===== config.mk =====
export PLATFORM = sky130hd
export DESIGN_NAME = hazard_scoreboard
export DESIGN_NICKNAME = d
export VERILOG_FILES = /design/src/rtl/hazard_scoreboard.sv
export SDC_FILE = /design/constraint.sdc
export NUM_CORES = 1
export LEC_CHECK = 0
export CORE_MARGIN = 4
export CORE_UTILIZATION = 45
export CTS_BUF_LIST = sky130_fd_sc_hd__clkbuf_8
export DETAILED_ROUTE_END_ITERATION = 10
export PLACE_DENSITY = 0.87
export SLEW_MARGIN = 0
export SYNTH_ARGS = -nofsm -noshare
export SYNTH_HDL_FRONTEND = slang
export SYNTH_SLANG_ARGS = --single-unit

===== constraint.sdc =====
create_clock -name clk -period 2.65 [get_ports clk]
set_input_delay 0.795 -clock clk [delete_from_list [all_inputs] [get_ports clk]]
set_output_delay 0.795 -clock clk [all_outputs]
set_load 0.05 [all_outputs]

===== src/rtl/hazard_scoreboard.sv =====
// rtl/hazard_scoreboard.sv - RAW hazard scoreboard with freeze and multi-cycle branch flush
module hazard_scoreboard #(
    parameter int NUM_STAGES   = 3,
    parameter int REG_W        = 4,
    parameter int FORWARD_EN   = 0,
    parameter int FLUSH_CYCLES = 1,
    parameter int CNT_W        = 16
) (
    input  logic                  clk,
    input  logic                  rst,
    input  logic                  id_valid,
    input  logic [REG_W-1:0]      id_src1,
    input  logic                  id_src1_en,
    input  logic [REG_W-1:0]      id_src2,
    input  logic                  id_src2_en,
    input  logic                  id_wb_en,
    input  logic [REG_W-1:0]      id_dest,
    input  logic                  id_mem_read,
    input  logic                  branch_taken,
    output logic                  hazard,
    output logic                  freeze,
    output logic                  flush,
    output logic [NUM_STAGES-1:0] stage_valid,
    output logic [CNT_W-1:0]      stall_count
);

    // The branch itself supplies the first flush cycle; the counter covers the rest.
    localparam logic [2:0] FLUSH_RELOAD = 3'(FLUSH_CYCLES - 1);

    logic [NUM_STAGES-1:0] valid_q, valid_d;
    logic [NUM_STAGES-1:0] wb_q, wb_d;
    logic [NUM_STAGES-1:0] mr_q, mr_d;
    logic [REG_W-1:0]      dest_q [NUM_STAGES];
    logic [REG_W-1:0]      dest_d [NUM_STAGES];
    logic [2:0]            flush_cnt_q, flush_cnt_d;
    logic [CNT_W-1:0]      stall_cnt_q, stall_cnt_d;

    logic [NUM_STAGES-1:0] match;
    logic                  raw;
    logic                  flush_active;
    logic                  issue;

    // Compare every in-flight writer against the sources the ID instruction reads.
    always_comb begin
        match = '0;
        for (int k = 0; k < NUM_STAGES; k++) begin
            match[k] = valid_q[k] && wb_q[k] &&
                       ((id_src1_en && (dest_q[k] == id_src1)) ||
                        (id_src2_en && (dest_q[k] == id_src2)));
        end
    end

    // With forwarding only a load sitting in EXE cannot be bypassed in time.
    assign raw = id_valid && ((FORWARD_EN != 0) ? (match[0] && mr_q[0]) : (|match));

    // Outputs are gated by reset so they drop the instant reset asserts.
    assign flush_active = branch_taken || (flush_cnt_q != 3'd0);
    assign flush        = rst && flush_active;
    assign hazard       = rst && raw && !flush_active;
    assign freeze       = hazard;
    assign stage_valid  = valid_q;
    assign stall_count  = stall_cnt_q;

    // Only an instruction that is neither stalled nor discarded enters the pipe.
    assign issue = id_valid && !hazard && !flush;

    // Next-state: shift the scoreboard, run the flush counter, bump the stall counter.
    always_comb begin
        valid_d   = '0;
        wb_d      = '0;
        mr_d      = '0;
        dest_d    = dest_q;
        valid_d[0] = issue;
        wb_d[0]    = id_wb_en;
        mr_d[0]    = id_mem_read;
        dest_d[0]  = id_dest;
        for (int k = 1; k < NUM_STAGES; k++) begin
            valid_d[k] = valid_q[k-1];
            wb_d[k]    = wb_q[k-1];
            mr_d[k]    = mr_q[k-1];
            dest_d[k]  = dest_q[k-1];
        end

        flush_cnt_d = flush_cnt_q;
        if (branch_taken) begin
            flush_cnt_d = FLUSH_RELOAD;
        end else if (flush_cnt_q != 3'd0) begin
            flush_cnt_d = flush_cnt_q - 3'd1;
        end

        stall_cnt_d = stall_cnt_q;
        if (hazard && (stall_cnt_q != {CNT_W{1'b1}})) begin
            stall_cnt_d = stall_cnt_q + CNT_W'(1);
        end
    end

    // State registers; reset empties the pipe and cancels any pending flush.
    always_ff @(posedge clk or negedge rst) begin
        if (!rst) begin
            valid_q     <= '0;
            wb_q        <= '0;
            mr_q        <= '0;
            for (int k = 0; k < NUM_STAGES; k++) begin
                dest_q[k] <= '0;
            end
            flush_cnt_q <= 3'd0;
            stall_cnt_q <= '0;
        end else begin
            valid_q     <= valid_d;
            wb_q        <= wb_d;
            mr_q        <= mr_d;
            dest_q      <= dest_d;
            flush_cnt_q <= flush_cnt_d;
            stall_cnt_q <= stall_cnt_d;
        end
    end

endmodule

# Word-level counts from Yosys, hierarchy flattened
# Index checks and enable logic that the tools add are counted.
[op_classes]
n_lt_le_gt_ge = 0
n_eq_ne = 7
addsub = 2
div_mod_pow = 0
shift = 0
multipliers = 0
bitwise = 0
n_mux = 2
n_reduce_logical = 29
[ops]
columns = ["cell", "n"]
rows = [
  ["4-bit equality test", 6],
  ["1-bit logical AND", 19],
  ["16-bit by 1-bit adder with 16-bit output, second input constant", 1],
  ["16-bit inequality test, second input constant", 1],
  ["3-bit two-way mux", 2],
  ["1-bit logical OR", 4],
  ["1-bit zero test", 3],
  ["3-bit nonzero test", 1],
  ["3-bit OR reduction", 1],
  ["3-bit by 1-bit subtractor with 3-bit output, second input constant", 1],
  ["2-bit nonzero test", 1],
]
[totals]
out_inout_bits = 22
mem_count = 0
reg_bits = 37
latch_bits = 0
elab_cells = 47
in_bits = 20
ram_bits = 0
romBits = 0

# Logic depth before layout (Yosys ltp)
# Gate-level depths: netlist of run 1.
[logic_depth]
word_depth = 11
depth_mapped = 9

# Least setup slack after synthesis of run 1
# No wires, ideal clock.
[synth_timing]
path_kind = "input to output"
start = "in id_src2[1]"
end = "out hazard"
setup_slack_ps = -315
path_stages = 6
t_required_ps = 1855
t_arrival_ps = 2170
path_cell_list = "xor2_1 or4_1 o21ai_0 o21ai_4 inv_2 buf_4"
[synth_between]
elab_chain_cells = 8
[synth_rtl]
columns = ["item", "line_no", "rtl"]
rows = [
  ["start, declared", "14", "input logic [REG_W-1:0] id_src2,"],
  ["4-bit equality test", "49", "(id_src2_en && (dest_q[k] == id_src2)));"],
  ["1-bit logical AND", "49", ""],
  ["1-bit logical OR", "48", "((id_src1_en && (dest_q[k] == id_src1)) ||"],
  ["1-bit logical AND", "47", "match[k] = valid_q[k] && wb_q[k] &&"],
  ["3-bit OR reduction *", "54", "assign raw = id_valid && ((FORWARD_EN != 0) ? (match[0] && mr_q[0]) : (|match));"],
  ["1-bit logical AND *", "54", ""],
  ["1-bit logical AND * (2 in series)", "59", "assign hazard = rst && raw && !flush_active;"],
  ["end, declared", "20", "output logic hazard,"],
]
# Every way passes the cells marked *; elsewhere a longest branch is shown, timed or not.

# Worst setup path after layout of run 1
[layout_timing]
start = "in id_src1[2]"
end = "out freeze"
[layout_between]
elab_chain_cells = 8
[layout_rtl]
columns = ["item", "line_no", "rtl"]
rows = [
  ["start, declared", "12", "input logic [REG_W-1:0] id_src1,"],
  ["4-bit equality test", "48", ""],
  ["1-bit logical AND", "48", ""],
  ["1-bit logical OR", "48", ""],
  ["1-bit logical AND", "47", ""],
  ["3-bit OR reduction *", "54", ""],
  ["1-bit logical AND *", "54", ""],
  ["1-bit logical AND * (2 in series)", "59", ""],
  ["end, declared", "21", "output logic freeze,"],
]
# Marked as above.

==> results of run 1 <==
[repair_timing]
item,in CTS,in global routing
pin swaps,14,3
setup buffers,1,0
endpoints found under the setup margin,15,2
gates resized for setup,46,1
[layout by cell type, fill, tap and decap left out, drive strengths merged]
cell type,n
clkinv,1
o2111ai,1
mux2i,1
dfrtp,37
mux2,1
buf,24
and4,2
nor3b,1
bufinv,2
clkbuf,6
nand2,12
and3,2
nand3,6
xor2,23
xnor2,12
inv,9
nor4,6
clkdlybuf4s50,26
o21ai,2
o31ai,2
ha,3
a31oi,2
or4,3
a21oi,5
nand4,7
nor3,5
o22a,1
nand2b,1
clkdlybuf4s15,1
nor2,14
and2,1
[sequential cells by signal (all words and copies together) (netlist names)]
register / count
dest_d: 8
flush_cnt_q: 3
stage_valid: 3
wb_q: 3
dest_q: 4
stall_count: 16
[critical path: stages]
cell	delay, ns
buf_2	0.13
xnor2_1	0.13
nand4_1	0.08
nor4_1	0.06
or4_4	0.53
o21ai_4	0.20
inv_6	0.07
buf_8	0.15
[metrics by stage]
step | setup TNS [ns] | hold slack (ns) | power (µW) | setup WS, ns | area (µm²)
after floorplan | -0.2094 | 0.3732 | 845.4 | -0.1879 | 1763
after global placement | -6.425 | 0.3976 | 961.4 | -0.7071 | 2283
after detailed placement | -7.057 | 0.3995 | 977.2 | -0.7278 | 2283
after CTS | -0.6078 | 0.4194 | 1553 | -0.3039 | 2416
after global routing | -0.6721 | 0.4459 | 1606 | -0.3363 | 2411
final | -0.5750 | 0.4166 | 1533 | -0.2876 | 2411
[power by group through the flow]
stage | sequential (µW) | combinational (µW) | clock, µW
floorplan | 687 | 159 | 0
global placement | 651 | 311 | 0
detailed placement | 653 | 324 | 0
CTS | 642 | 329 | 581
global route | 649 | 352 | 606
finish | 642 | 322 | 569
[per-layer routing]
layer | GRT usage [%] | vias up | share of wire, % | wire [µm]
li1 | - | 668 | - | -
met1 | 21.76 | 629 | 44 | 1641
met2 | 24.74 | 41 | 47 | 1772
met3 | 6.475 | 8 | 6.9 | 258
met4 | 5.319 | 0 | 1.8 | 67
met5 | 0 | - | 0 | 0
[how the worst max path moves through the flow]
stage / startpoint / to / slack [ns] / depth (start not counted)
2_1_floorplan: id_src1[2] / hazard / -0.19 / 7
3_3_place_gp: id_src2[2] / freeze / -0.71 / 8
3_5_place_dp: id_src1[2] / hazard / -0.73 / 8
4_1_cts: id_src2[2] / freeze / -0.30 / 8
5_1_grt: id_src1[2] / hazard / -0.34 / 8
6_report: id_src1[2] / freeze / -0.29 / 8
[cells by family (layout without fill, tap and decap cells)]
group	Yosys count	in the layout	synth area share [%]
AOI/OAI and AO/OA	13	13	5.218
xor gates and xnor gates	35	35	17.51
adders and majority gates	3	3	2.145
buffers and inverters	11	69	2.787
DFF	37	37	52.90
muxes	2	2	1.215
and+or+nand+nor	60	60	18.23
[synthesized netlist by cell type (3+ instances only)]
cell type / n / area (µm²)
xnor2_1: 12 / 105.1
xor2_1: 23 / 201.4
nor3_1: 5 / 25.02
inv_1: 8 / 30.03
nor2_1: 14 / 52.55
nor4_1: 5 / 31.28
nand4_1: 7 / 43.79
nand3_1: 6 / 30.03
ha_1: 3 / 37.54
nand2_1: 12 / 45.04
dfrtp_1: 37 / 925.9
a21oi_1: 5 / 25.02
[area by class of cell]
cell class                 count  area share, %
sequential                    37          38.40
multi-input combinational    113          32.33
timing repair buffer          52          19.62
clock buffer                   5          2.854
clock inverter                 3          2.698
tap                           48          2.491
inverter                       9          1.609
==> results.json, run 1 <==
{
  "viasPerCell": 5.041,
  "finalCritPeriodShare_pct": 110.9,
  "yosys_most_used_dff": "dfrtp_1",
  "p_clk_share_pct": 37.1,
  "die_w_um": 70.37,
  "grt_pass1_wl_mm": 6.568,
  "skew_ns": 0.004232,
  "fin_cells": 267,
  "firstDrtPassIters": 4,
  "worstReg2RegEnd": "stall_count[0]$_DFFE_PN0P_",
  "ys_types": 31,
  "syn_nets": 184,
  "ant_nets": 0,
  "multi_input_area_um2": 779.5,
  "violations": "setup timing",
  "postSynthCellCount": 161,
  "power_density_nw_per_um2": 635.6,
  "r2r.worst_path.cells": 10,
  "nets": 241,
  "reg2reg_from": "dest_d[6]$_DFF_PN0_",
  "initial_core_util_pct": 47.10,
  "io-pin-count": 42,
  "fin_util_pct": 64.88,
  "wl_per_cell_um": 14.01,
  "max_freq_mhz": 340.4,
  "hold_end": "wb_q[1]$_DFF_PN0_",
  "hold_viol_final": 0,
  "cap_violations": 0,
  "internal_power_uw": 1122,
  "slew_viol_final": 0,
  "max_slew_margin_pct": 61.44,
  "gp_congestion": 0.8080,
  "comb_power_share_pct": 21.0,
  "antenna_cells": 0,
  "hold_start": "wb_q[0]$_DFF_PN0_",
  "numCtsBuffers": 5,
  "yosys_warnings": 0,
  "drc": 0,
  "place_inst": 258,
  "tightestPinTransition_ns": 0.5778,
  "cts_buffer_depth": 2,
  "cts_tree": "built",
  "hp-class": "register to register",
  "htreeDepth": 2,
  "p_sw_share_pct": 26.78,
  "power.leakage_uw": 0.001078,
  "numPortBuffers": 40,
  "power.share.sequential_pct": 41.9,
  "finalSetupViolCount": 2,
  "cp-start-kind": "input pin",
  "cts.sinks": 37,
  "syn_avg_cell_area_um2": 10.87,
  "path_clk_slew_ns": 0.07,
  "ys_ff_latch": 37,
  "async_reset_ff_share_pct": 100.0,
  "dieArea_um2": 4952,
  "coreArea_um2": 3716,
  "regArea_um2": 925.9,
  "worst_ir_drop_vdd_mv": 0.4800,
  "synth_edf_count": 0,
  "drtIter0Drc": 33,
  "rsz0062_at_grt": "yes",
  "synth_area_um2": 1750,
  "num_rows": 22,
  "wirelength_mm": 3.740,
  "syn_to_final_growth_pct": 37.74,
  "power_switching_uw": 410.4,
  "setup_ws_ns": -0.2876,
  "critPathArrivalTime_ns": 2.14,
  "critPathMaxFanout": 4,
  "worst_setup_path_end_kind": "output pin",
  "first_global_vias": 1434,
  "whs_path_depth": 0,
  "vias": 1346,
  "nFillCells": 299,
  "cts.hold.buffers_added": 0,
  "antenna_found_initial": 0,
  "min_period_ns": 2.938,
  "rrSetupSlack_ns": 0.37,
  "drive_gt1_share_pct": 18.26,
  "gr-total-overflow": 0,
  "path_class": "input pin to output pin",
  "cp.required_ns": 1.86,
  "dp_hpwl_mm": 2.816,
  "chipHeight_um": 70.37,
  "clockRootBuffer": "clkbuf_8",
  "status": "finished, violations left",
  "track_usage_pct": 16.49,
  "worstSkewPairLatency_ns": 0.28,
  "yosysSeqAreaShare_pct": 52.89,
  "grt_max_degree": 22
}
(Power assumes the default switching activity.)
==> run 2: changes to the inputs <==
--- a/config.mk
+++ b/config.mk
@@ -10,6 +10,8 @@
 export CTS_BUF_LIST = sky130_fd_sc_hd__clkbuf_8
 export DETAILED_ROUTE_END_ITERATION = 10
 export PLACE_DENSITY = 0.87
+export RECOVER_POWER = 50
+export SKIP_CTS_REPAIR_TIMING = 1
 export SLEW_MARGIN = 0
 export SYNTH_ARGS = -nofsm -noshare
 export SYNTH_HDL_FRONTEND = slang
==> run 2 against run 1 <==
Cell area grew 3.4%. Cell count grew 0.37%. Critical path type unchanged. The flow still finishes with violations (setup timing). Worst hold slack gained 0.0020 ns. Die area is the same. Count of clock-buffer cells in the layout is the same.
==> results.json, run 2 (synthesis results as in run 1) <==
{
  "critPathArrivalTime_ns": 2.20,
  "power_switching_uw": 416.4,
  "nets": 242,
  "worst_ir_drop_vdd_mv": 0.4804,
  "gr-total-overflow": 0,
  "htreeDepth": 2,
  "drtIter0Drc": 94,
  "antenna_cells": 0,
  "clockRootBuffer": "clkbuf_8",
  "drive_gt1_share_pct": 20.91,
  "wl_per_cell_um": 14.38,
  "p_sw_share_pct": 26.95,
  "cp.required_ns": 1.86,
  "critPathMaxFanout": 4,
  "first_global_vias": 1427,
  "slew_viol_final": 0,
  "coreArea_um2": 3716,
  "max_freq_mhz": 333.7,
  "comb_power_share_pct": 21.5,
  "power_density_nw_per_um2": 619.9,
  "tightestPinTransition_ns": 1.107,
  "power.leakage_uw": 0.001116,
  "skew_ns": 0.003799,
  "final_common_cell": "dfrtp_1",
  "cts.sinks": 37,
  "gp_congestion": 0.8080,
  "initial_core_util_pct": 47.10,
  "hold_viol_final": 0,
  "max_slew_margin_pct": 26.22,
  "finalCritPeriodShare_pct": 113.1,
  "vias": 1352,
  "place_ws_ns": -0.7278,
  "numPortBuffers": 40,
  "chipHeight_um": 70.37,
  "viasPerCell": 5.045,
  "holdWs_ns": 0.4186,
  "grt_max_degree": 22,
  "worstSkewPairLatency_ns": 0.28,
  "numCtsBuffers": 5,
  "syn_to_final_growth_pct": 42.39,
  "min_period_ns": 2.997,
  "cap_violations": 0,
  "io-pin-count": 42,
  "firstDrtPassIters": 4,
  "antenna_found_initial": 0,
  "dp_hpwl_mm": 2.816,
  "final_cell_mix": "dfrtp_1 (37), clkdlybuf4s50_1 (26), xor2_1 (18)",
  "drc": 0,
  "violations": "setup timing",
  "worst_setup_path_end_kind": "output pin",
  "status": "finished, violations left",
  "dpl-instance-area_um2": 2283,
  "finalSetupViolCount": 2,
  "ant_nets": 0,
  "path_class": "input pin to output pin",
  "cts_buffer_depth": 2,
  "path_clk_slew_ns": 0.07,
  "power.share.sequential_pct": 41.7,
  "rsz0062_at_grt": "yes",
  "hp-class": "register to register",
  "wirelength_mm": 3.853,
  "design_area_um2": 2492,
  "largest_reg_flops": 16,
  "setup_ws_ns": -0.3467,
  "dieArea_um2": 4952,
  "track_usage_pct": 16.39,
  "p_clk_share_pct": 36.8,
  "num_rows": 22,
  "cp-start-kind": "input pin",
  "internal_power_uw": 1129,
  "die_w_um": 70.37,
  "grt_pass1_wl_mm": 6.548,
  "cts_tree": "built"
}
==> run 2: worst paths after layout <==
kind	start	endpoint	slack, ns	depth (start not counted)
setup / recovery	id_src1[2]	freeze	-0.35	8
hold / removal	wb_q[0]$_DFF_PN0_	wb_q[1]$_DFF_PN0_	0.42	0
setup reg to reg	dest_d[2]$_DFF_PN0_	stall_count[0]$_DFFE_PN0P_	0.33	10
hold reg to reg	wb_q[0]$_DFF_PN0_	wb_q[1]$_DFF_PN0_	0.42	0
max in group asynchronous	rst	dest_d[7]$_DFF_PN0_	1.11	2
min in group asynchronous	rst	wb_q[1]$_DFF_PN0_	0.55	2
==> run 2: through the flow <==
stage	power, µW	std cells	utilization (%)	setup TNS [ns]
final	1545	268	67.07	-0.6933
after global routing	1619	268	67.07	-0.7611
after CTS	1557	266	65.05	-2.689
after detailed placement	977.2	258	61.45	-7.057
after global placement	961.4	258	61.45	-6.425
after floorplan	845.4	161	-	-0.2094
==> run 2: power by group through the flow <==
stage,logic (µW),clock network (µW),registers (µW)
after floorplan,159,0,687
after global placement,311,0,651
after detailed placement,324,0,653
after CTS,333,581,642
after global routing,362,606,651
final,333,569,644
==> run 2: area by class of cell <==
| class | instances | area (µm²) |
|---|---|---|
| inverters | 9 | 38.79 |
| repair buffers | 53 | 495.5 |
| flip-flops and latches | 37 | 925.9 |
| fillers | 283 | 1224 |
| well taps | 48 | 60.06 |
| clock buffers | 5 | 68.82 |
| multi-input cells | 113 | 838.3 |
| clock inverters | 3 | 65.06 |
==> run 2: metal layers <==
metal  global-route usage [%]  share of wire (%)  up-vias  wire (µm)
met2                    24.43                 48       50       1840
met1                    21.76                 43      631       1673
met5                        0                  0        -          0
met4                    5.319                1.2        0         46
li1                         -                  -      665          -
met3                    6.475                7.6        6        293
==> run 2: worst max-delay path: stages <==
cell and delay (ns):
buf_8 0.11, xnor2_2 0.12, nand4_1 0.11, nor4_2 0.07, or4_4 0.54, o21ai_4 0.20
clkinv_4 0.10, buf_8 0.16
==> run 3: changes to the inputs <==
--- a/config.mk
+++ b/config.mk
@@ -7,9 +7,8 @@
 export LEC_CHECK = 0
 export CORE_MARGIN = 4
 export CORE_UTILIZATION = 45
-export CTS_BUF_LIST = sky130_fd_sc_hd__clkbuf_8
 export DETAILED_ROUTE_END_ITERATION = 10
-export PLACE_DENSITY = 0.87
+export PLACE_DENSITY = 0.85
 export RECOVER_POWER = 50
 export SKIP_CTS_REPAIR_TIMING = 1
 export SLEW_MARGIN = 0
==> constraint.sdc (replaced) <==
create_clock -name clk -period 3 [get_ports clk]
set_input_delay 0.9 -clock clk [delete_from_list [all_inputs] [get_ports clk]]
set_output_delay 0.9 -clock clk [all_outputs]
set_load 0.05 [all_outputs]
==> run 3 against run 2 <==
The run still ends with setup timing left. Critical path type unchanged. Count of clock-buffer cells in the layout increased by 2. Largest power group unchanged. Sequential power decreased by 12%. Non-clock buffer count decreased by 2.
==> results.json, run 3 (synthesis results as in run 1) <==
{
  "status": "finished, violations left",
  "violations": "setup timing",
  "critPathArrivalTime_ns": 2.28,
  "worstSkewPairLatency_ns": 0.28,
  "power_switching_uw": 354.3,
  "hp-class": "register to register",
  "clockRootBuffer": "clkbuf_8",
  "final_common_cell": "dfrtp_1",
  "setup_tns_ns": -0.3546,
  "viasPerCell": 5.098,
  "nFillCells": 295,
  "antenna_cells": 0,
  "comb_power_share_pct": 22.8,
  "die_w_um": 70.37,
  "coreArea_um2": 3716,
  "cts_tree": "built",
  "place_inst": 258,
  "htreeDepth": 2,
  "internal_power_uw": 866.5,
  "wirelength_mm": 3.653,
  "tightestPinTransition_ns": 1.026,
  "rsz0062_at_grt": "yes",
  "nets": 240,
  "firstDrtPassIters": 4,
  "grt_pass1_wl_mm": 6.251,
  "place_ws_ns": -0.6090,
  "path_class": "input pin to output pin",
  "grt_max_degree": 21,
  "wl_per_cell_um": 13.73,
  "dieArea_um2": 4952,
  "final_cell_mix": "dfrtp_1 (37), clkdlybuf4s50_1 (26), xor2_1 (23)",
  "vias": 1356,
  "path_clk_slew_ns": 0.07,
  "numPortBuffers": 40,
  "numCtsBuffers": 5,
  "r2r.worst_path.cells": 9,
  "rrSetupSlack_ns": 0.79,
  "largest_reg_flops": 16,
  "power_uw": 1221,
  "track_usage_pct": 15.90,
  "skew_ns": 0.004042,
  "drive_gt1_share_pct": 15.14,
  "hold_viol_final": 0,
  "slew_viol_final": 0,
  "finalCritPeriodShare_pct": 105.9,
  "num_rows": 22,
  "worst_setup_path_end_kind": "output pin",
  "max_freq_mhz": 314.7,
  "p_sw_share_pct": 29.02,
  "syn_to_final_growth_pct": 36.31,
  "dpl-instance-area_um2": 2283,
  "io-pin-count": 42,
  "endpoint": "hazard",
  "power.share.sequential_pct": 46.4,
  "worst_ir_drop_vdd_mv": 0.3648,
  "cp-start-kind": "input pin",
  "first_global_vias": 1399,
  "drc": 0,
  "power.leakage_uw": 0.001095,
  "ant_nets": 0,
  "design_area_um2": 2386,
  "chipHeight_um": 70.37,
  "power_density_nw_per_um2": 511.7,
  "cts.sinks": 37,
  "fin_cells": 266,
  "gp_congestion": 0.7661,
  "drtIter0Drc": 57,
  "dp_hpwl_mm": 2.764,
  "crit_start": "id_src1[2]",
  "initial_core_util_pct": 47.10,
  "antenna_found_initial": 0,
  "critPathMaxFanout": 4,
  "finalSetupViolCount": 2,
  "max_slew_margin_pct": 31.61,
  "worstReg2RegEnd": "stall_count[0]$_DFFE_PN0P_",
  "cp.required_ns": 2.10,
  "cts_buffer_depth": 2,
  "p_clk_share_pct": 30.8,
  "setup_ws_ns": -0.1776,
  "whs_path_depth": 0,
  "cap_violations": 0,
  "gr-total-overflow": 0,
  "min_period_ns": 3.178,
  "reg2reg_from": "dest_d[2]$_DFF_PN0_"
}
[run 3: metrics by stage]
| step | hold slack (ns) | utilization, % |
|---|---|---|
| 5_1_grt | 0.4266 | 64.21 |
| 3_5_place_dp | 0.3952 | 61.45 |
| 2_1_floorplan | 0.3732 | - |
| 4_1_cts | 0.4110 | 64.18 |
| 3_3_place_gp | 0.3815 | 61.45 |
| 6_report | 0.4103 | 64.21 |
[run 3: final cells by class]
| class | instances | area [µm²] | share of cell area (%) |
|---|---|---|---|
| inverters | 9 | 38.79 | 1.626 |
| clock inverters | 1 | 5.005 | 0.2098 |
| well taps | 48 | 60.06 | 2.517 |
| multi-input cells | 113 | 779.5 | 32.67 |
| flip-flops and latches | 37 | 925.9 | 38.80 |
| repair buffers | 51 | 480.5 | 20.14 |
| clock buffers | 7 | 96.34 | 4.038 |
[run 3: routing by layer]
| metal | vias up | share of wire [%] | GRT usage [%] |
|---|---|---|---|
| li1 | 665 | - | - |
| met1 | 639 | 47 | 21.25 |
| met2 | 46 | 46 | 24.01 |
| met3 | 6 | 5.5 | 4.748 |
| met4 | 0 | 1.7 | 6.383 |
| met5 | - | 0 | 0 |
[run 3: worst min-delay path by stage]
| stage | start | endpoint | slack [ns] |
|---|---|---|---|
| detailed placement | wb_q[1]$_DFF_PN0_ | wb_q[2]$_DFF_PN0_ | 0.40 |
| global route | wb_q[1]$_DFF_PN0_ | wb_q[2]$_DFF_PN0_ | 0.43 |
| CTS | wb_q[1]$_DFF_PN0_ | wb_q[2]$_DFF_PN0_ | 0.41 |
| finish | wb_q[1]$_DFF_PN0_ | wb_q[2]$_DFF_PN0_ | 0.41 |
| global placement | wb_q[1]$_DFF_PN0_ | wb_q[2]$_DFF_PN0_ | 0.38 |
| floorplan | wb_q[0]$_DFF_PN0_ | wb_q[1]$_DFF_PN0_ | 0.37 |
[run 3: critical path, stage by stage]
cell	delay [ns]
clkbuf_2	0.11
xnor2_1	0.13
nand4_1	0.10
nor4_1	0.05
or4_4	0.56
o21ai_4	0.22
inv_6	0.06
buf_8	0.15
[run 3: power by group through the flow]
stage | Sequential [µW] | Combinational [µW] | Clock (µW)
finish | 567 | 278 | 375
global route | 573 | 310 | 411
detailed placement | 576 | 284 | 0
CTS | 567 | 286 | 386
floorplan | 607 | 140 | 0
global placement | 575 | 275 | 0
